[src/rtl/wb_port_arbiter.sv]
// Register-file write-port arbiter: the MW writeback stage always wins the port.
// Mult/div results wait in an in-order holding FIFO and drain in free slots.
// When a buffered result starves, the block asks the pipeline for a bubble.
// It also flags RAW hazards on buffered destinations and kills stale WAW entries.
//
// Ports:
//   clock, reset_n          rising-edge clock; asynchronous active-low reset
//   pipe_we/reg/data        MW stage write request
//   md_valid/reg/data       mult/div result offered to the FIFO
//   md_ready                the FIFO can accept a result this cycle
//   rs_a, rs_b              decode-stage source registers
//   hazard                  a source matches a live buffered destination
//   stall_pipe              request a pipeline bubble so the FIFO can drain
//   rf_we/reg/data          register file write port
//   pending_cnt             number of entries currently buffered
module wb_port_arbiter #(
    parameter int DEPTH    = 2,
    parameter int MAX_WAIT = 4,
    parameter int REG_W    = 5,
    parameter int DATA_W   = 32
) (
    input  logic                         clock,
    input  logic                         reset_n,
    input  logic                         pipe_we,
    input  logic [REG_W-1:0]             pipe_reg,
    input  logic [DATA_W-1:0]            pipe_data,
    input  logic                         md_valid,
    input  logic [REG_W-1:0]             md_reg,
    input  logic [DATA_W-1:0]            md_data,
    output logic                         md_ready,
    input  logic [REG_W-1:0]             rs_a,
    input  logic [REG_W-1:0]             rs_b,
    output logic                         hazard,
    output logic                         stall_pipe,
    output logic                         rf_we,
    output logic [REG_W-1:0]             rf_reg,
    output logic [DATA_W-1:0]            rf_data,
    output logic [$clog2(DEPTH+1)-1:0]   pending_cnt
);

    localparam int PW = $clog2(DEPTH);
    localparam int CW = $clog2(DEPTH+1);
    localparam int WW = $clog2(MAX_WAIT+1);

    typedef enum logic [1:0] {
        IDLE,
        DRAIN,
        FORCE
    } arbState;

    logic [REG_W-1:0]  entReg  [DEPTH];
    logic [DATA_W-1:0] entData [DEPTH];
    logic [DEPTH-1:0]  entLive;
    logic [PW-1:0]     rdPtr;
    logic [PW-1:0]     wrPtr;
    logic [CW-1:0]     count;
    logic [CW-1:0]     countNext;
    logic [WW-1:0]     waitCnt;
    logic [WW-1:0]     waitNext;
    arbState           state;
    logic              stallReg;

    logic pipeSlot;
    logic notEmpty;
    logic headLive;
    logic pop;
    logic pushAcc;
    logic pushKeep;

    // A write to r0 is architecturally a no-op, so it leaves the port free.
    assign pipeSlot = pipe_we && (pipe_reg != '0);
    assign notEmpty = (count != '0);
    assign headLive = notEmpty && entLive[rdPtr];

    // A dead head is discarded even while the pipeline owns the port.
    assign pop      = notEmpty && (!entLive[rdPtr] || !pipeSlot);

    assign md_ready = (count < CW'(DEPTH));
    assign pushAcc  = md_valid && md_ready;
    // r0 results are accepted but never stored.
    assign pushKeep = pushAcc && (md_reg != '0);

    assign pending_cnt = count;
    assign stall_pipe  = stallReg;

    always_comb begin
        countNext = count;
        if (pushKeep && !pop) begin
            countNext = count + 1'b1;
        end else if (!pushKeep && pop) begin
            countNext = count - 1'b1;
        end
    end

    always_comb begin
        waitNext = waitCnt;
        if (pop || !notEmpty) begin
            waitNext = '0;
        end else if (waitCnt < WW'(MAX_WAIT)) begin
            waitNext = waitCnt + 1'b1;
        end
    end

    always_comb begin
        rf_we   = 1'b0;
        rf_reg  = '0;
        rf_data = '0;
        if (pipeSlot) begin
            rf_we   = 1'b1;
            rf_reg  = pipe_reg;
            rf_data = pipe_data;
        end else if (headLive) begin
            rf_we   = 1'b1;
            rf_reg  = entReg[rdPtr];
            rf_data = entData[rdPtr];
        end
    end

    always_comb begin
        hazard = 1'b0;
        for (int i = 0; i < DEPTH; i++) begin
            if (entLive[i] &&
                (((rs_a != '0) && (entReg[i] == rs_a)) ||
                 ((rs_b != '0) && (entReg[i] == rs_b)))) begin
                hazard = 1'b1;
            end
        end
    end

    always_ff @(posedge clock or negedge reset_n) begin
        if (!reset_n) begin
            rdPtr   <= '0;
            wrPtr   <= '0;
            count   <= '0;
            waitCnt <= '0;
            entLive <= '0;
            for (int i = 0; i < DEPTH; i++) begin
                entReg[i]  <= '0;
                entData[i] <= '0;
            end
        end else begin
            count   <= countNext;
            waitCnt <= waitNext;
            // Older entries to the same register are now stale.
            if (pipeSlot) begin
                for (int i = 0; i < DEPTH; i++) begin
                    if (entLive[i] && (entReg[i] == pipe_reg)) begin
                        entLive[i] <= 1'b0;
                    end
                end
            end
            if (pop) begin
                entLive[rdPtr] <= 1'b0;
                rdPtr          <= rdPtr + 1'b1;
            end
            // Written last so a same-cycle push of pipe_reg stays live.
            if (pushKeep) begin
                entLive[wrPtr] <= 1'b1;
                entReg[wrPtr]  <= md_reg;
                entData[wrPtr] <= md_data;
                wrPtr          <= wrPtr + 1'b1;
            end
        end
    end

    always_ff @(posedge clock or negedge reset_n) begin
        if (!reset_n) begin
            state    <= IDLE;
            stallReg <= 1'b0;
        end else begin
            case (state)
                IDLE: begin
                    if (pushKeep) begin
                        state <= DRAIN;
                    end
                end
                DRAIN: begin
                    if (countNext == '0) begin
                        state <= IDLE;
                    end else if (waitNext == WW'(MAX_WAIT)) begin
                        state    <= FORCE;
                        stallReg <= 1'b1;
                    end
                end
                FORCE: begin
                    if (pop) begin
                        stallReg <= 1'b0;
                        state    <= (countNext == '0) ? IDLE : DRAIN;
                    end
                end
                default: begin
                    state    <= IDLE;
                    stallReg <= 1'b0;
                end
            endcase
        end
    end

endmodule

[config.mk]
export PLATFORM = sky130hd
export DESIGN_NAME = wb_port_arbiter
export DESIGN_NICKNAME = d
export VERILOG_FILES = /design/src/rtl/wb_port_arbiter.sv
export SDC_FILE = /design/constraint.sdc
export NUM_CORES = 1
export LEC_CHECK = 0
export CELL_PAD_IN_SITES_DETAIL_PLACEMENT = 0
export CELL_PAD_IN_SITES_GLOBAL_PLACEMENT = 2
export CORE_MARGIN = 2
export CORE_UTILIZATION = 29
export CTS_BUF_LIST = sky130_fd_sc_hd__clkbuf_4 sky130_fd_sc_hd__clkbuf_8
export CTS_CLUSTER_DIAMETER = 80
export DETAILED_ROUTE_END_ITERATION = 6
export PLACE_DENSITY_LB_ADDON = 0.1
export SLEW_MARGIN = 20
export SYNTH_ARGS = -nofsm -noshare
export SYNTH_HDL_FRONTEND = slang
export SYNTH_SLANG_ARGS = --single-unit
[constraint.sdc]
create_clock -name clock -period 2.11 [get_ports clock]
set_input_delay 0.422 -clock clock [delete_from_list [all_inputs] [get_ports clock]]
set_output_delay 0.422 -clock clock [all_outputs]
set_load 0.005 [all_outputs]
## Word-level counts from Yosys, hierarchy flattened

Cells that the tools add are included.

- Muxes and demuxes: 45
- Bitwise gates (word level): 6
- Equal/unequal tests: 14
- Add/sub/neg operators: 5
- Magnitude comparators: 9
- Reductions and logical operators: 36

Operators by type and width:

| operator | number |
|---|---|
| 32-bit two-way mux | 6 |
| 64-bit bitwise mux | 1 |
| 32-bit demux with 1-bit select | 1 |
| 5-bit equality test | 6 |
| 5-bit two-way mux | 6 |
| 5-bit nonzero test | 4 |
| 1-bit logical AND | 18 |
| 2-bit two-way mux | 9 |
| 1-bit two-way mux | 14 |
| 10-bit bitwise mux | 1 |
| 2-bit != test (second input constant) | 4 |
| 3-bit two-way mux | 2 |
| 2-bit case mux with 3 select lines | 1 |
| 5-bit demux with 1-bit select | 1 |
| 1-bit logical NOT | 5 |
| 2-bit greater-or-equal comparator (second input constant) | 2 |
| 2-bit logical NOT | 2 |
| 1-bit logical OR | 4 |
| 1-bit by 2-bit less-than comparator with 1-bit output (second input constant) | 2 |
| 1-bit NOT with 2-bit output | 2 |
| 4-bit AND reduction | 1 |
| 3-bit by 1-bit adder with 3-bit output (second input constant) | 1 |
| 3-bit equality test (second input constant) | 1 |
| 3-bit less-than comparator (second input constant) | 1 |
| other kinds (17) | 20 |

- Input bits: 88
- Word-level logic and storage cells: 126
- Output and inout bits: 43
- Flip-flop bits (word level): 86

## Logic depth before layout (Yosys ltp)

Gate-level depths: netlist of the first run.

- Depth in word-level cells: 12
- Gate-level depth with buffers: 7
- Depth with buffers taken out: 7

## Worst setup path before layout of the first run

OpenSTA, ideal clock, no wires.

- Kind: input to output
- From: in pipe_reg[0]
- To: out rf_data[13]
- Slack: -0.042 ns
- Arrival: 1.730 ns
- Stages on the path: 5
- Path buffers: 2
- Required time: 1.688 ns
- Path through: or4_4 o21a_1 buf_2 buf_2 o31ai_1

- Longest elaborated chain between the ends: 3

RTL lines:

| what | line | source |
|---|---|---|
| start, declared | 25 | `input logic [REG_W-1:0] pipe_reg,` |
| 5-bit nonzero test | 71 | `assign pipeSlot = pipe_we && (pipe_reg != '0);` |
| 1-bit logical AND | 71 |  |
| 32-bit two-way mux | 108 | `if (pipeSlot) begin` |
| end, declared | 37 | `output logic [DATA_W-1:0] rf_data,` |

Every way passes these cells.

## Final worst setup path of the first run

- From: in pipe_reg[4]
- To: out rf_data[11]

Same word-level chain as after synthesis.

==> out/qor.json, run 1 <==
{
  "status": {"value": "finished with violations"},
  "violations_in_the_final_reports": {"value": "setup timing"},
  "io_pins": {"value": 131},
  "reg2reg_to": {"value": "entData[33]$_DFFE_PN0P_"},
  "worst_slew_pin_slew": {"value": 597, "unit": "ps"},
  "critPathRequiredTime": {"value": 1690, "unit": "ps"},
  "rr_startpoint": {"value": "pending_cnt[1]$_DFF_PN0_"},
  "finalCriticalPeriod": {"value": 2410, "unit": "ps"},
  "slew_viol_final": {"value": 0},
  "timing.final.hold_violations": {"value": 0},
  "ir_worst_vdd": {"value": 0.688, "unit": "mV"},
  "layout.nets": {"value": 689},
  "number_of_library_cell_types_mapped_by_synthesis": {"value": 42},
  "rsz_0062_raised_after_global_routing": {"value": "true"},
  "die_h": {"value": 133, "unit": "um"},
  "critical-path-max-stage-delay": {"value": 530, "unit": "ps"},
  "routed_via_density": {"value": 4.66},
  "worst_setup_path_start_kind": {"value": "primary input"},
  "synth_sequential_area_ratio": {"value": 44.4, "unit": "%"},
  "skew": {"value": 10.9, "unit": "ps"},
  "grt_first_pass_wirelength": {"value": 22700, "unit": "um"},
  "hold_ws": {"value": 30.0, "unit": "ps"},
  "worstRegToRegCells": {"value": 6},
  "antennaDiodeCount": {"value": 0},
  "floorplan.die_area": {"value": 17700, "unit": "sq um"},
  "worstPathArrival": {"value": 1990, "unit": "ps"},
  "synth_enable_flop_cells": {"value": 0},
  "std_cell_rows": {"value": 47},
  "grt_max_degree": {"value": 43},
  "pwr_density_cell": {"value": 1230, "unit": "nW/um^2"},
  "dr.pass1.iters": {"value": 4},
  "clk_transition_reported_paths": {"value": 90, "unit": "ps"},
  "hp-class": {"value": "primary input to asynchronous set/reset pin"},
  "fmaxAchievable": {"value": 0.414, "unit": "GHz"},
  "gp_congestion": {"value": 0.780},
  "synth_seq_cells": {"value": 86},
  "globalRouteOverflowTotal": {"value": 0},
  "critPathMostFrequentCell": {"value": "sky130_fd_sc_hd__buf_8"},
  "finalWorstSetupSlack": {"value": -303, "unit": "ps"},
  "synth.yosys.warnings": {"value": 0},
  "routedWlPerCell": {"value": 17.2, "unit": "um"},
  "stdcell_area": {"value": 7550, "unit": "sq um"},
  "initial_utilization": {"value": 29.4, "unit": "%"},
  "clock-root-buffer": {"value": "sky130_fd_sc_hd__clkbuf_8"},
  "clock_latency": {"value": 370, "unit": "ps"},
  "cts.sinks": {"value": 86},
  "numCtsBuffers": {"value": 9},
  "cp.buffers_inverters": {"value": 5},
  "clock_tree.htree_level_count": {"value": 3},
  "final_core_area_utilization": {"value": 45.9, "unit": "%"},
  "coreArea": {"value": 16500, "unit": "sq um"},
  "report.final.setup_viol": {"value": 38},
  "post_synth_instance_area": {"value": 4840, "unit": "sq um"},
  "cts_tree": {"value": "built"},
  "crit_chain": {"value": "buf_6, or4_4, o21a_4, buf_8, buf_12, buf_8, nand2_4, o31ai_4, buf_2"},
  "critical-path-slowest-cell": {"value": "sky130_fd_sc_hd__or4_4"},
  "fillCellCount": {"value": 1581},
  "grt_antenna_before_repair": {"value": 0},
  "syn_area_per_cell": {"value": 11.9, "unit": "sq um"},
  "vias": {"value": 3840},
  "slew-limit-headroom": {"value": 60.2, "unit": "%"},
  "synth_common_cells": {"value": "sky130_fd_sc_hd__dfrtp_1 (86), sky130_fd_sc_hd__mux2_1 (44), sky130_fd_sc_hd__nand2_1 (44)"},
  "area_delta_synth_final": {"value": 56.0, "unit": "%"},
  "layout-drive-gt1-share": {"value": 38.2, "unit": "%"},
  "synthDominantAreaCellType": {"value": "sky130_fd_sc_hd__dfrtp_1"},
  "cap_viol_max_count": {"value": 0},
  "grt_pass1_vias": {"value": 4147},
  "synth_ff_type": {"value": "sky130_fd_sc_hd__dfrtp_1"},
  "hpwlAfterDp": {"value": 9950, "unit": "um"},
  "synth.top_cells.by_area": {"value": "sky130_fd_sc_hd__dfrtp_1 (44%), sky130_fd_sc_hd__mux2_1 (10%), sky130_fd_sc_hd__mux2_4 (9.3%)"},
  "die-width": {"value": 133, "unit": "um"},
  "finish.cell_count_without_fillers": {"value": 824},
  "syn-num-nets": {"value": 496},
  "synth_most_common_cell": {"value": "sky130_fd_sc_hd__dfrtp_1"},
  "syn-instance-count": {"value": 406},
  "critical_path.endpoint_type": {"value": "output port"},
  "worst_path_dominant_cell_family": {"value": "buffers and inverters"},
  "synth_async_sr_flop_share": {"value": 100, "unit": "%"},
  "pre_cts_slack": {"value": -991, "unit": "ps"},
  "detailed_router_s_first_iteration_violation_count": {"value": 115},
  "grt_util_all_layers": {"value": 16.5, "unit": "%"},
  "power.static_leakage": {"value": 3.35, "unit": "nW"},
  "portBuffers": {"value": 130},
  "worst-r2r-setup-slack": {"value": 220, "unit": "ps"},
  "detail_route.drc_violations": {"value": 0},
  "synth_top_area_share": {"value": 44.4, "unit": "%"},
  "wl": {"value": 14200, "unit": "um"},
  "timing.critical_path.fanout_max": {"value": 6},
  "clockBufferDepth": {"value": 2},
  "placed_area": {"value": 7050, "unit": "sq um"},
  "final_min_period_over_clock_period": {"value": 114, "unit": "%"},
  "placedCellCount": {"value": 790},
  "worst-setup-path-type": {"value": "primary input to output port"},
  "antenna_left": {"value": 0}
}
-- stage by stage --
step / power (mW) / setup TNS [ps]
after floorplan: 5.84 / -318
after global placement: 7.71 / -69990
after detailed placement: 7.80 / -68880
after CTS: 9.35 / -10040
after global routing: 9.98 / -11220
final: 9.30 / -9320
-- cells by family after synthesis --
family	share of synthesized area (%)
AOI/OAI and AO/OA	10.2
muxes	27.6
and+or+nand+nor	7.65
buffers and inverters	3.46
xor gates and xnor gates	6.15
adders and majority gates	0.517
DFF	44.4
-- registers in the layout, indices dropped and copies added (netlist names) --
register / flops
entLive: 2
pending_cnt: 2
state: 2
entData: 64
stall_pipe: 1
rdPtr: 1
waitCnt: 3
entReg: 10
wrPtr: 1
-- placed cells by master (no fill, tap or decap), types with 9 or more instances in the layout --
master,instances
sky130_fd_sc_hd__o31ai_2,22
sky130_fd_sc_hd__clkbuf_8,11
sky130_fd_sc_hd__nor2_1,9
sky130_fd_sc_hd__buf_4,53
sky130_fd_sc_hd__clkdlybuf4s50_1,73
sky130_fd_sc_hd__mux2i_1,38
sky130_fd_sc_hd__nand2_1,36
sky130_fd_sc_hd__dfrtp_1,84
sky130_fd_sc_hd__xor2_1,17
sky130_fd_sc_hd__mux2_4,31
sky130_fd_sc_hd__buf_2,40
sky130_fd_sc_hd__o31ai_4,17
sky130_fd_sc_hd__buf_12,14
sky130_fd_sc_hd__xnor2_1,17
sky130_fd_sc_hd__mux2_1,44
-- layout make-up --
type | count | area (sq um) | share of cell area [%]
repair buffers | 208 | 1980 | 26.2
well taps | 220 | 275 | 3.64
multi-input cells | 290 | 2940 | 38.9
clock inverters | 3 | 20.0 | 0.265
clock buffers | 13 | 166 | 2.20
flip-flops and latches | 86 | 2150 | 28.5
inverters | 4 | 15.0 | 0.199
-- power by group --
part / internal [mW] / total, mW / switching (mW)
combinational: 2.87 / 5.20 / 2.34
sequential: 2.46 / 2.99 / 0.528
clock: 0.517 / 1.11 / 0.591
total: 5.85 / 9.30 / 3.46
-- layer usage --
layer / global-route usage (%) / vias to the layer above / routed length [um]
met5: 0 / - / 0
met4: 4.14 / 0 / 125
met3: 4.76 / 9 / 702
met2: 27.8 / 75 / 7030
met1: 20.8 / 1894 / 6300
li1: - / 1862 / -
-- worst max-delay path by stage --
stage,start,endpoint,slack (ps),cells after the start
after floorplan,pipe_reg[0],rf_data[10],-9,5
after global placement,pipe_reg[0],rf_data[11],-960,6
after detailed placement,pipe_reg[0],rf_data[7],-990,6
after CTS,pipe_reg[4],rf_data[11],-310,9
after global routing,pipe_reg[4],rf_data[11],-340,9
final,pipe_reg[4],rf_data[11],-300,9
-- what timing repair did --
action | 4_1_cts | 5_1_grt
cloned | 3 | 1
endpoints found under the setup margin | 80 | 92
gates resized for setup | 225 | 18
buffers inserted | 14 | 4
pin swaps | 25 | 11
hold buffers | 0 | 0
Note: power is estimated with default switching activity, not from simulation.
==> run 2, diff against run 1 <==
- ABC_AREA: not set -> 1
- CORE_UTILIZATION: 29 -> 26
==> out/qor.json, run 2 <==
{
  "status": {"value": "finished with violations", "change": "unchanged"},
  "violations_in_the_final_reports": {"value": "setup timing", "change": "unchanged"},
  "pwr_density_cell": {"value": 1220, "unit": "nW/um^2", "change": "was 1230 nW/um^2"},
  "synth_common_cells": {"value": "sky130_fd_sc_hd__nand2_1 (126), sky130_fd_sc_hd__dfrtp_1 (86), sky130_fd_sc_hd__nor2_1 (84)", "change": "was sky130_fd_sc_hd__dfrtp_1 (86), sky130_fd_sc_hd__mux2_1 (44), sky130_fd_sc_hd__nand2_1 (44)"},
  "syn_area_per_cell": {"value": 8.27, "unit": "sq um", "change": "was 11.9 sq um"},
  "hp-class": {"value": "flop to flop", "change": "was primary input to asynchronous set/reset pin"},
  "final_min_period_over_clock_period": {"value": 111, "unit": "%", "change": "was 114%"},
  "initial_utilization": {"value": 26.4, "unit": "%", "change": "was 29.4%"},
  "critical_path.endpoint_type": {"value": "output port", "change": "unchanged"},
  "antenna_left": {"value": 0, "change": "unchanged"},
  "detail_route.drc_violations": {"value": 0, "change": "unchanged"},
  "worst_setup_path_start_kind": {"value": "primary input", "change": "unchanged"},
  "synth_enable_flop_cells": {"value": 0, "change": "unchanged"},
  "met3_length": {"value": 600, "unit": "um", "change": "was 702 um"},
  "fmaxAchievable": {"value": 0.429, "unit": "GHz", "change": "was 0.414 GHz"},
  "slew_viol_final": {"value": 0, "change": "unchanged"},
  "routedWlPerCell": {"value": 16.4, "unit": "um", "change": "was 17.2 um"},
  "vias": {"value": 4800, "change": "was 3840"},
  "clock_latency": {"value": 370, "unit": "ps", "change": "about the same"},
  "placedCellCount": {"value": 977, "change": "was 790"},
  "rr_startpoint": {"value": "rdPtr$_DFFE_PN0N_", "change": "was pending_cnt[1]$_DFF_PN0_"},
  "clock_tree.htree_level_count": {"value": 3, "change": "unchanged"},
  "synth_ff_type": {"value": "sky130_fd_sc_hd__dfrtp_1", "change": "unchanged"},
  "synth.top_cells.by_area": {"value": "sky130_fd_sc_hd__dfrtp_1 (44%), sky130_fd_sc_hd__nand2_1 (9.6%), sky130_fd_sc_hd__o21ai_0 (7.7%)", "change": "was sky130_fd_sc_hd__dfrtp_1 (44%), sky130_fd_sc_hd__mux2_1 (10%), sky130_fd_sc_hd__mux2_4 (9.3%)"},
  "clockBufferDepth": {"value": 2, "change": "unchanged"},
  "ir_worst_vdd": {"value": 0.472, "unit": "mV", "change": "was 0.688 mV"},
  "clk_transition_reported_paths": {"value": 90, "unit": "ps", "change": "about the same"},
  "rsz_0062_raised_after_global_routing": {"value": "true", "change": "unchanged"},
  "cts_tree": {"value": "built", "change": "unchanged"},
  "std_cell_rows": {"value": 50, "change": "was 47"},
  "placed_area": {"value": 6880, "unit": "sq um", "change": "was 7050 sq um"},
  "number_of_library_cell_types_mapped_by_synthesis": {"value": 34, "change": "was 42"},
  "cp.buffers_inverters": {"value": 8, "change": "was 5"},
  "grt_util_all_layers": {"value": 17.4, "unit": "%", "change": "was 16.5%"},
  "worst_slew_pin_slew": {"value": 480, "unit": "ps", "change": "was 597 ps"},
  "clock-root-buffer": {"value": "sky130_fd_sc_hd__clkbuf_8", "change": "unchanged"},
  "critical-path-max-stage-delay": {"value": 270, "unit": "ps", "change": "was 530 ps"},
  "mostFrequentLayoutCell": {"value": "sky130_fd_sc_hd__nand2_1", "change": "was sky130_fd_sc_hd__dfrtp_1"},
  "synth.yosys.warnings": {"value": 0, "change": "unchanged"},
  "final_core_area_utilization": {"value": 44.4, "unit": "%", "change": "was 45.9%"},
  "dr.max_layer_used": {"value": "met4", "change": "unchanged"},
  "synth_seq_cells": {"value": 86, "change": "unchanged"},
  "largest_registers": {"value": "entData x64, entReg x10, waitCnt x3", "change": "unchanged"},
  "timing.critical_path.fanout_max": {"value": 6, "change": "unchanged"},
  "globalRouteOverflowTotal": {"value": 0, "change": "unchanged"},
  "worstRegToRegCells": {"value": 10, "change": "was 6"},
  "finalCriticalPeriod": {"value": 2330, "unit": "ps", "change": "was 2410 ps"},
  "power.static_leakage": {"value": 4.00, "unit": "nW", "change": "was 3.35 nW"},
  "critPathMostFrequentCell": {"value": "sky130_fd_sc_hd__buf_12", "change": "was sky130_fd_sc_hd__buf_8"},
  "finalWorstSetupSlack": {"value": -223, "unit": "ps", "change": "was -303 ps"},
  "reg2reg_to": {"value": "state[1]$_DFFE_PN0P_", "change": "was entData[33]$_DFFE_PN0P_"},
  "skew": {"value": 9.66, "unit": "ps", "change": "was 10.9 ps"},
  "grt_pass1_vias": {"value": 4971, "change": "was 4147"},
  "hold-path-endpoint": {"value": "stall_pipe$_DFFE_PN0P_"},
  "critical-path-slowest-cell": {"value": "sky130_fd_sc_hd__o41ai_4", "change": "was sky130_fd_sc_hd__or4_4"},
  "dr.pass1.iters": {"value": 4, "change": "unchanged"},
  "crit_chain": {"value": "buf_6, nor2_4, nand3_4, nand2_4, inv_8, buf_12, buf_12, buf_12, buf_16, buf_8, o41ai_4, buf_2", "change": "was buf_6, or4_4, o21a_4, buf_8, buf_12, buf_8, nand2_4, o31ai_4, buf_2"},
  "synth_async_sr_flop_share": {"value": 100, "unit": "%", "change": "unchanged"},
  "max_flop_register": {"value": "entData", "change": "unchanged"},
  "portBuffers": {"value": 130, "change": "unchanged"},
  "dr_wl_met2": {"value": 8360, "unit": "um", "change": "was 7030 um"},
  "synth_top_area_share": {"value": 43.9, "unit": "%", "change": "was 44.4%"},
  "most-common-layout-cells": {"value": "sky130_fd_sc_hd__nand2_1 (124), sky130_fd_sc_hd__dfrtp_1 (83), sky130_fd_sc_hd__o21ai_0 (75), sky130_fd_sc_hd__clkdlybuf4s50_1 (74), sky130_fd_sc_hd__nor2_1 (66)", "change": "was sky130_fd_sc_hd__dfrtp_1 (84), sky130_fd_sc_hd__clkdlybuf4s50_1 (73), sky130_fd_sc_hd__buf_4 (53), sky130_fd_sc_hd__mux2_1 (44), sky130_fd_sc_hd__buf_2 (40)"},
  "timing.hold.worst_path_depth": {"value": 2},
  "hpwlAfterDp": {"value": 11100, "unit": "um", "change": "was 9950 um"},
  "timing.hold.worst.start": {"value": "stall_pipe$_DFFE_PN0P_"},
  "grt_antenna_before_repair": {"value": 0, "change": "unchanged"},
  "io_pins": {"value": 131, "change": "unchanged"},
  "worst-r2r-setup-slack": {"value": 160, "unit": "ps", "change": "was 220 ps"},
  "worstPathArrival": {"value": 1910, "unit": "ps", "change": "was 1990 ps"},
  "floorplan.die_area": {"value": 20000, "unit": "sq um", "change": "was 17700 sq um"},
  "hold_ws": {"value": 475, "unit": "ps", "change": "was 30.0 ps"},
  "post_synth_instance_area": {"value": 4900, "unit": "sq um", "change": "was 4840 sq um"},
  "detailed_router_s_first_iteration_violation_count": {"value": 204, "change": "was 115"},
  "numCtsBuffers": {"value": 9, "change": "unchanged"},
  "timing.final.hold_violations": {"value": 0, "change": "unchanged"},
  "report.final.setup_viol": {"value": 38, "change": "unchanged"},
  "largest_reg_flops": {"value": 64, "change": "unchanged"},
  "slew-limit-headroom": {"value": 68.0, "unit": "%", "change": "was 60.2%"},
  "gp_congestion": {"value": 0.743, "change": "was 0.780"},
  "stdcell_area": {"value": 8250, "unit": "sq um", "change": "was 7550 sq um"},
  "cap_viol_max_count": {"value": 0, "change": "unchanged"},
  "layout-drive-gt1-share": {"value": 32.5, "unit": "%", "change": "was 38.2%"},
  "grt_max_degree": {"value": 51, "change": "was 43"},
  "finish.cell_count_without_fillers": {"value": 1043, "change": "was 824"},
  "worst-setup-path-type": {"value": "primary input to output port", "change": "unchanged"},
  "routed_via_density": {"value": 4.60, "change": "was 4.66"},
  "layout.nets": {"value": 894, "change": "was 689"},
  "worst_path_dominant_cell_family": {"value": "buffers and inverters", "change": "unchanged"},
  "antennaDiodeCount": {"value": 0, "change": "unchanged"},
  "wl": {"value": 17100, "unit": "um", "change": "was 14200 um"},
  "die-width": {"value": 141, "unit": "um", "change": "was 133 um"},
  "syn-num-nets": {"value": 683, "change": "was 496"},
  "coreArea": {"value": 18600, "unit": "sq um", "change": "was 16500 sq um"},
  "synth_sequential_area_ratio": {"value": 43.9, "unit": "%", "change": "was 44.4%"},
  "area_delta_synth_final": {"value": 68.2, "unit": "%", "change": "was 56.0%"},
  "grt_first_pass_wirelength": {"value": 26900, "unit": "um", "change": "was 22700 um"},
  "cts.sinks": {"value": 86, "change": "unchanged"},
  "critPathRequiredTime": {"value": 1690, "unit": "ps", "change": "about the same"},
  "synth_most_common_cell": {"value": "sky130_fd_sc_hd__nand2_1", "change": "was sky130_fd_sc_hd__dfrtp_1"},
  "finalSetupTns": {"value": -5170, "unit": "ps", "change": "was -9320 ps"},
  "wirelength_met1": {"value": 7870, "unit": "um", "change": "was 6300 um"},
  "die_h": {"value": 141, "unit": "um", "change": "was 133 um"},
  "synthDominantAreaCellType": {"value": "sky130_fd_sc_hd__dfrtp_1", "change": "unchanged"},
  "syn-instance-count": {"value": 593, "change": "was 406"}
}
run 2: cell types whose count changed in the layout (fill, tap and decap cells not counted), moves of 12 or more:
cell                      change
sky130_fd_sc_hd__mux2_4      -31
sky130_fd_sc_hd__o41ai_4     +22
sky130_fd_sc_hd__o31ai_4     -16
sky130_fd_sc_hd__o21ai_0     +73
sky130_fd_sc_hd__mux2i_1     -36
sky130_fd_sc_hd__nor2_1      +57
sky130_fd_sc_hd__o31ai_2     -22
sky130_fd_sc_hd__o41ai_2     +15
sky130_fd_sc_hd__nand3_1     +12
sky130_fd_sc_hd__nand2_1     +88
sky130_fd_sc_hd__buf_4       +12
sky130_fd_sc_hd__inv_1       +46
sky130_fd_sc_hd__mux2_1      -44
run 2: area by class of cell:
cell class	instances	area [sq um]
clock buffer	12	159
clock inverter	4	30.0
fill	1830	10300
inverter	54	229
multi-input combinational	408	2850
sequential	86	2160
tap	234	293
timing repair buffer	245	2530
run 2: routing by layer:
layer,GRT usage [%],up-vias
li1,-,2374
met1,23.1,2307
met2,29.4,103
met3,2.43,16
met4,5.53,0
met5,0,-
run 2: kinds of logic (layout without fill, tap and decap cells):
group / after synthesis / after routing / synth area share (%)
AND/OR/NAND/NOR: 249 / 249 / 21.1
AO/OA/AOI/OAI: 124 / 124 / 19.6
buffers and inverters: 99 / 315 / 8.93
flip-flops: 86 / 86 / 43.9
XOR/XNOR: 31 / 31 / 5.54
adder cells (fa/ha/maj): 2 / 2 / 0.510
multiplexers: 2 / 2 / 0.408
run 2: through the flow:
stage          setup WS, ps  power, mW
2_1_floorplan           224       5.30
3_3_place_gp           -625       7.18
3_5_place_dp           -688       7.22
4_1_cts                -230       9.64
5_1_grt                -300       10.9
6_report               -223       10.0
run 2: how the worst max path moves through the flow:
stage                                  start     endpoint  slack, ps  cells past startpoint
global placement                 pipe_reg[2]    rf_reg[0]       -630                      8
detailed placement               pipe_reg[2]  rf_data[23]       -690                      8
CTS                              pipe_reg[0]  rf_data[17]       -230                     12
floorplan           pending_cnt[0]$_DFF_PN0_  rf_data[11]        220                      7
finish                           pipe_reg[1]  rf_data[10]       -220                     12
global route               rdPtr$_DFFE_PN0N_  rf_data[12]       -300                      6
run 2: power by group:
part           internal [mW]  switching (mW)
Clock                  0.511           0.628
Combinational           2.89            3.13
Sequential              2.38           0.512
Total                   5.78            4.27
run 2: what timing repair did:
action	in CTS	in global routing
hold buffers	1	0
setup endpoints to repair	39	39
hold endpoints to repair	5	0
pin swaps	31	33
setup buffers	36	8
cloned	8	2
gates resized for setup	294	44
run 2: worst reg2reg max path: cells and delay by family (launching register included):
kind | cells | cell delay, ps
buf+inv | 4 | 560
simple gates | 4 | 470
flops | 1 | 460
compound gates | 2 | 390
==> run 3, diff against run 2 <==
- ABC_CLOCK_PERIOD_IN_PS: not set -> 2050
- GPL_TIMING_DRIVEN: not set -> 0
- clock period: 2.11 -> 2.05 ns (I/O delays scaled with it)
==> out/qor.json, run 3 (synthesis gave the netlist of run 2 again) <==
{
  "status": {"value": "finished with violations", "change": "unchanged"},
  "violations_in_the_final_reports": {"value": "setup timing", "change": "unchanged"},
  "worst_slew_pin_slew": {"value": 603, "unit": "ps", "change": "was 480 ps"},
  "finalCriticalPeriod": {"value": 2340, "unit": "ps"},
  "finalSetupTns": {"value": -7660, "unit": "ps", "change": "was -5170 ps"},
  "critical-path-slowest-cell": {"value": "sky130_fd_sc_hd__dfrtp_1", "change": "was sky130_fd_sc_hd__o41ai_4"},
  "antenna_left": {"value": 0, "change": "unchanged"},
  "stdcell_area": {"value": 7370, "unit": "sq um", "change": "was 8250 sq um"},
  "hpwlAfterDp": {"value": 12800, "unit": "um", "change": "was 11100 um"},
  "clock-root-buffer": {"value": "sky130_fd_sc_hd__clkbuf_8", "change": "unchanged"},
  "critical_path.startpoint": {"value": "pending_cnt[0]$_DFF_PN0_", "change": "was pipe_reg[1]"},
  "area_delta_synth_final": {"value": 50.3, "unit": "%", "change": "was 68.2%"},
  "numCtsBuffers": {"value": 9, "change": "unchanged"},
  "rsz_0062_raised_after_global_routing": {"value": "true", "change": "unchanged"},
  "routedWlPerCell": {"value": 19.1, "unit": "um", "change": "was 16.4 um"},
  "grt_pass1_vias": {"value": 4865, "change": "was 4971"},
  "cp.buffers_inverters": {"value": 5, "change": "was 8"},
  "ir_worst_vdd": {"value": 0.538, "unit": "mV", "change": "was 0.472 mV"},
  "detail_route.drc_violations": {"value": 0, "change": "unchanged"},
  "routed_via_density": {"value": 4.78, "change": "was 4.60"},
  "pre_cts_slack": {"value": -1300, "unit": "ps", "change": "was -688 ps"},
  "power.clock.fraction": {"value": 12.3, "unit": "%", "change": "was 11.3%"},
  "rr_startpoint": {"value": "pending_cnt[1]$_DFF_PN0_", "change": "was rdPtr$_DFFE_PN0N_"},
  "power.net_switching": {"value": 4.33, "unit": "mW", "change": "was 4.27 mW"},
  "detailed_router_s_first_iteration_violation_count": {"value": 254, "change": "was 204"},
  "cap_viol_max_count": {"value": 0, "change": "unchanged"},
  "placed_area": {"value": 6530, "unit": "sq um", "change": "was 6880 sq um"},
  "report.final.setup_viol": {"value": 39, "change": "was 38"},
  "cts.sinks": {"value": 86, "change": "unchanged"},
  "std_cell_rows": {"value": 50, "change": "unchanged"},
  "layout-drive-gt1-share": {"value": 25.1, "unit": "%", "change": "was 32.5%"},
  "slew-limit-headroom": {"value": 59.8, "unit": "%", "change": "was 68.0%"},
  "coreArea": {"value": 18600, "unit": "sq um", "change": "unchanged"},
  "largest_registers": {"value": "entData x64, entReg x10, waitCnt x3", "change": "unchanged"},
  "grt_first_pass_wirelength": {"value": 28900, "unit": "um", "change": "was 26900 um"},
  "wl": {"value": 18900, "unit": "um", "change": "was 17100 um"},
  "hp-class": {"value": "primary input to asynchronous set/reset pin", "change": "was flop to flop"},
  "power_frac_comb": {"value": 56.8, "unit": "%", "change": "was 59.9%"},
  "timing.final.hold_violations": {"value": 0, "change": "unchanged"},
  "power.static_leakage": {"value": 3.55, "unit": "nW", "change": "was 4.00 nW"},
  "cts_tree": {"value": "built", "change": "unchanged"},
  "crit_chain": {"value": "inv_2, ha_1, inv_2, nand2_4, buf_12, buf_16, o41ai_4, buf_2", "change": "was buf_6, nor2_4, nand3_4, nand2_4, inv_8, buf_12, buf_12, buf_12, buf_16, buf_8, o41ai_4, buf_2"},
  "largest_reg_flops": {"value": 64, "change": "unchanged"},
  "worst-r2r-setup-slack": {"value": 260, "unit": "ps", "change": "was 160 ps"},
  "pwr_density_cell": {"value": 1300, "unit": "nW/um^2", "change": "was 1220 nW/um^2"},
  "reg2reg_to": {"value": "entData[24]$_DFFE_PN0P_", "change": "was state[1]$_DFFE_PN0P_"},
  "clock_latency": {"value": 370, "unit": "ps", "change": "about the same"},
  "finalWorstSetupSlack": {"value": -289, "unit": "ps", "change": "was -223 ps"},
  "clk_transition_reported_paths": {"value": 100, "unit": "ps", "change": "was 90 ps"},
  "termination_of_the_worst_setup_path": {"value": "rf_data[28]", "change": "was rf_data[10]"},
  "internal-power": {"value": 5.23, "unit": "mW", "change": "was 5.78 mW"},
  "portBuffers": {"value": 130, "change": "unchanged"},
  "mostFrequentLayoutCell": {"value": "sky130_fd_sc_hd__nand2_1", "change": "unchanged"},
  "critPathMostFrequentCell": {"value": "sky130_fd_sc_hd__inv_2", "change": "was sky130_fd_sc_hd__buf_12"},
  "grt_util_all_layers": {"value": 19.2, "unit": "%", "change": "was 17.4%"},
  "globalRouteOverflowTotal": {"value": 0, "change": "unchanged"},
  "hold_ws": {"value": 424, "unit": "ps", "change": "was 475 ps"},
  "timing.critical_path.fanout_max": {"value": 7, "change": "was 6"},
  "grt_max_degree": {"value": 71, "change": "was 51"},
  "max_flop_register": {"value": "entData", "change": "unchanged"},
  "die_h": {"value": 141, "unit": "um", "change": "unchanged"},
  "grt_antenna_before_repair": {"value": 0, "change": "unchanged"},
  "path_depth": {"value": 8, "change": "was 12"},
  "vias": {"value": 4746, "change": "was 4800"},
  "floorplan.die_area": {"value": 20000, "unit": "sq um", "change": "unchanged"},
  "worst-setup-path-type": {"value": "flop to output port", "change": "was primary input to output port"},
  "clockBufferDepth": {"value": 2, "change": "unchanged"},
  "slew_viol_final": {"value": 0, "change": "unchanged"},
  "switching_share": {"value": 45.3, "unit": "%", "change": "was 42.5%"},
  "clock_tree.htree_level_count": {"value": 3, "change": "unchanged"},
  "skew": {"value": 16.2, "unit": "ps", "change": "was 9.66 ps"},
  "final_min_period_over_clock_period": {"value": 114, "unit": "%"},
  "worst_setup_path_start_kind": {"value": "flop", "change": "was primary input"},
  "worstRegToRegCells": {"value": 9, "change": "was 10"},
  "fmaxAchievable": {"value": 0.427, "unit": "GHz"},
  "dr.pass1.iters": {"value": 5, "change": "was 4"},
  "critical-path-max-stage-delay": {"value": 390, "unit": "ps", "change": "was 270 ps"},
  "layout.nets": {"value": 843, "change": "was 894"},
  "worst_path_dominant_cell_family": {"value": "buffers and inverters", "change": "unchanged"},
  "gp_congestion": {"value": 0.775, "change": "was 0.743"},
  "worstPathArrival": {"value": 1930, "unit": "ps", "change": "was 1910 ps"},
  "most-common-layout-cells": {"value": "sky130_fd_sc_hd__nand2_1 (125), sky130_fd_sc_hd__nor2_1 (84), sky130_fd_sc_hd__dfrtp_1 (77), sky130_fd_sc_hd__o21ai_0 (75), sky130_fd_sc_hd__clkdlybuf4s50_1 (74)", "change": "was sky130_fd_sc_hd__nand2_1 (124), sky130_fd_sc_hd__dfrtp_1 (83), sky130_fd_sc_hd__o21ai_0 (75), sky130_fd_sc_hd__clkdlybuf4s50_1 (74), sky130_fd_sc_hd__nor2_1 (66)"},
  "critPathRequiredTime": {"value": 1640, "unit": "ps", "change": "was 1690 ps"},
  "antennaDiodeCount": {"value": 0, "change": "unchanged"},
  "initial_utilization": {"value": 26.4, "unit": "%", "change": "unchanged"},
  "critical_path.endpoint_type": {"value": "output port", "change": "unchanged"},
  "io_pins": {"value": 131, "change": "unchanged"},
  "die-width": {"value": 141, "unit": "um", "change": "unchanged"},
  "sequential_share_of_power": {"value": 30.9, "unit": "%", "change": "was 28.8%"}
}
==> run 3: cell count changes in the layout (fill, tap and decap cells not counted), sizes merged <==
cell          change
dlymetal6s2s      -2
buf              -61
inv               -1
dlygate4sd2       +3
clkinv            +2
clkbuf            +8
==> run 3: repair_timing <==
action,in CTS,in global routing
setup endpoints to repair,39,65
cloned,3,0
hold buffers,1,0
gates resized for setup,293,17
buffers inserted,22,3
pin swaps,37,9
hold endpoints to repair,16,0
==> run 3: worst min path at each step <==
stage	depth (start not counted)	to
2_1_floorplan	0	entData[0]$_DFFE_PN0P_
3_3_place_gp	2	stall_pipe$_DFFE_PN0P_
4_1_cts	2	entData[18]$_DFFE_PN0P_
5_1_grt	2	entData[18]$_DFFE_PN0P_
6_report	2	entData[61]$_DFFE_PN0P_
3_5_place_dp	1	entData[18]$_DFFE_PN0P_
==> run 3: metal layers <==
layer	wire length, um	vias up	track usage (%)
met4	310	0	6.16
met3	734	19	2.56
met2	9090	118	31.3
met5	0	-	0
met1	8800	2337	26.7
li1	-	2272	-
==> run 3: cell type report <==
class	instances	area, sq um
sequential	86	2160
multi-input combinational	408	2750
fill	1894	11200
timing repair buffer	159	1370
inverter	54	215
tap	234	293
clock buffer	11	145
clock inverter	5	35.0
buffer	35	393
==> run 3: per-stage QoR <==
| step | instances | util, % | power, mW |
|---|---|---|---|
| 6_report | 992 | 39.6 | 9.57 |
| 3_5_place_dp | 958 | 35.1 | 7.17 |
| 4_1_cts | 990 | 39.4 | 9.56 |
| 2_1_floorplan | 593 | - | 5.46 |
| 5_1_grt | 992 | 39.6 | 10.2 |
| 3_3_place_gp | 957 | 35.0 | 7.09 |
==> run 3: power by group through the flow <==
stage / clock [mW] / sequential [mW] / combinational [mW]
after detailed placement: 0 / 2.84 / 4.33
after global placement: 0 / 2.82 / 4.26
after global routing: 1.27 / 3.04 / 5.91
after floorplan: 0 / 2.74 / 2.71
final: 1.18 / 2.95 / 5.43
after CTS: 1.20 / 2.96 / 5.40
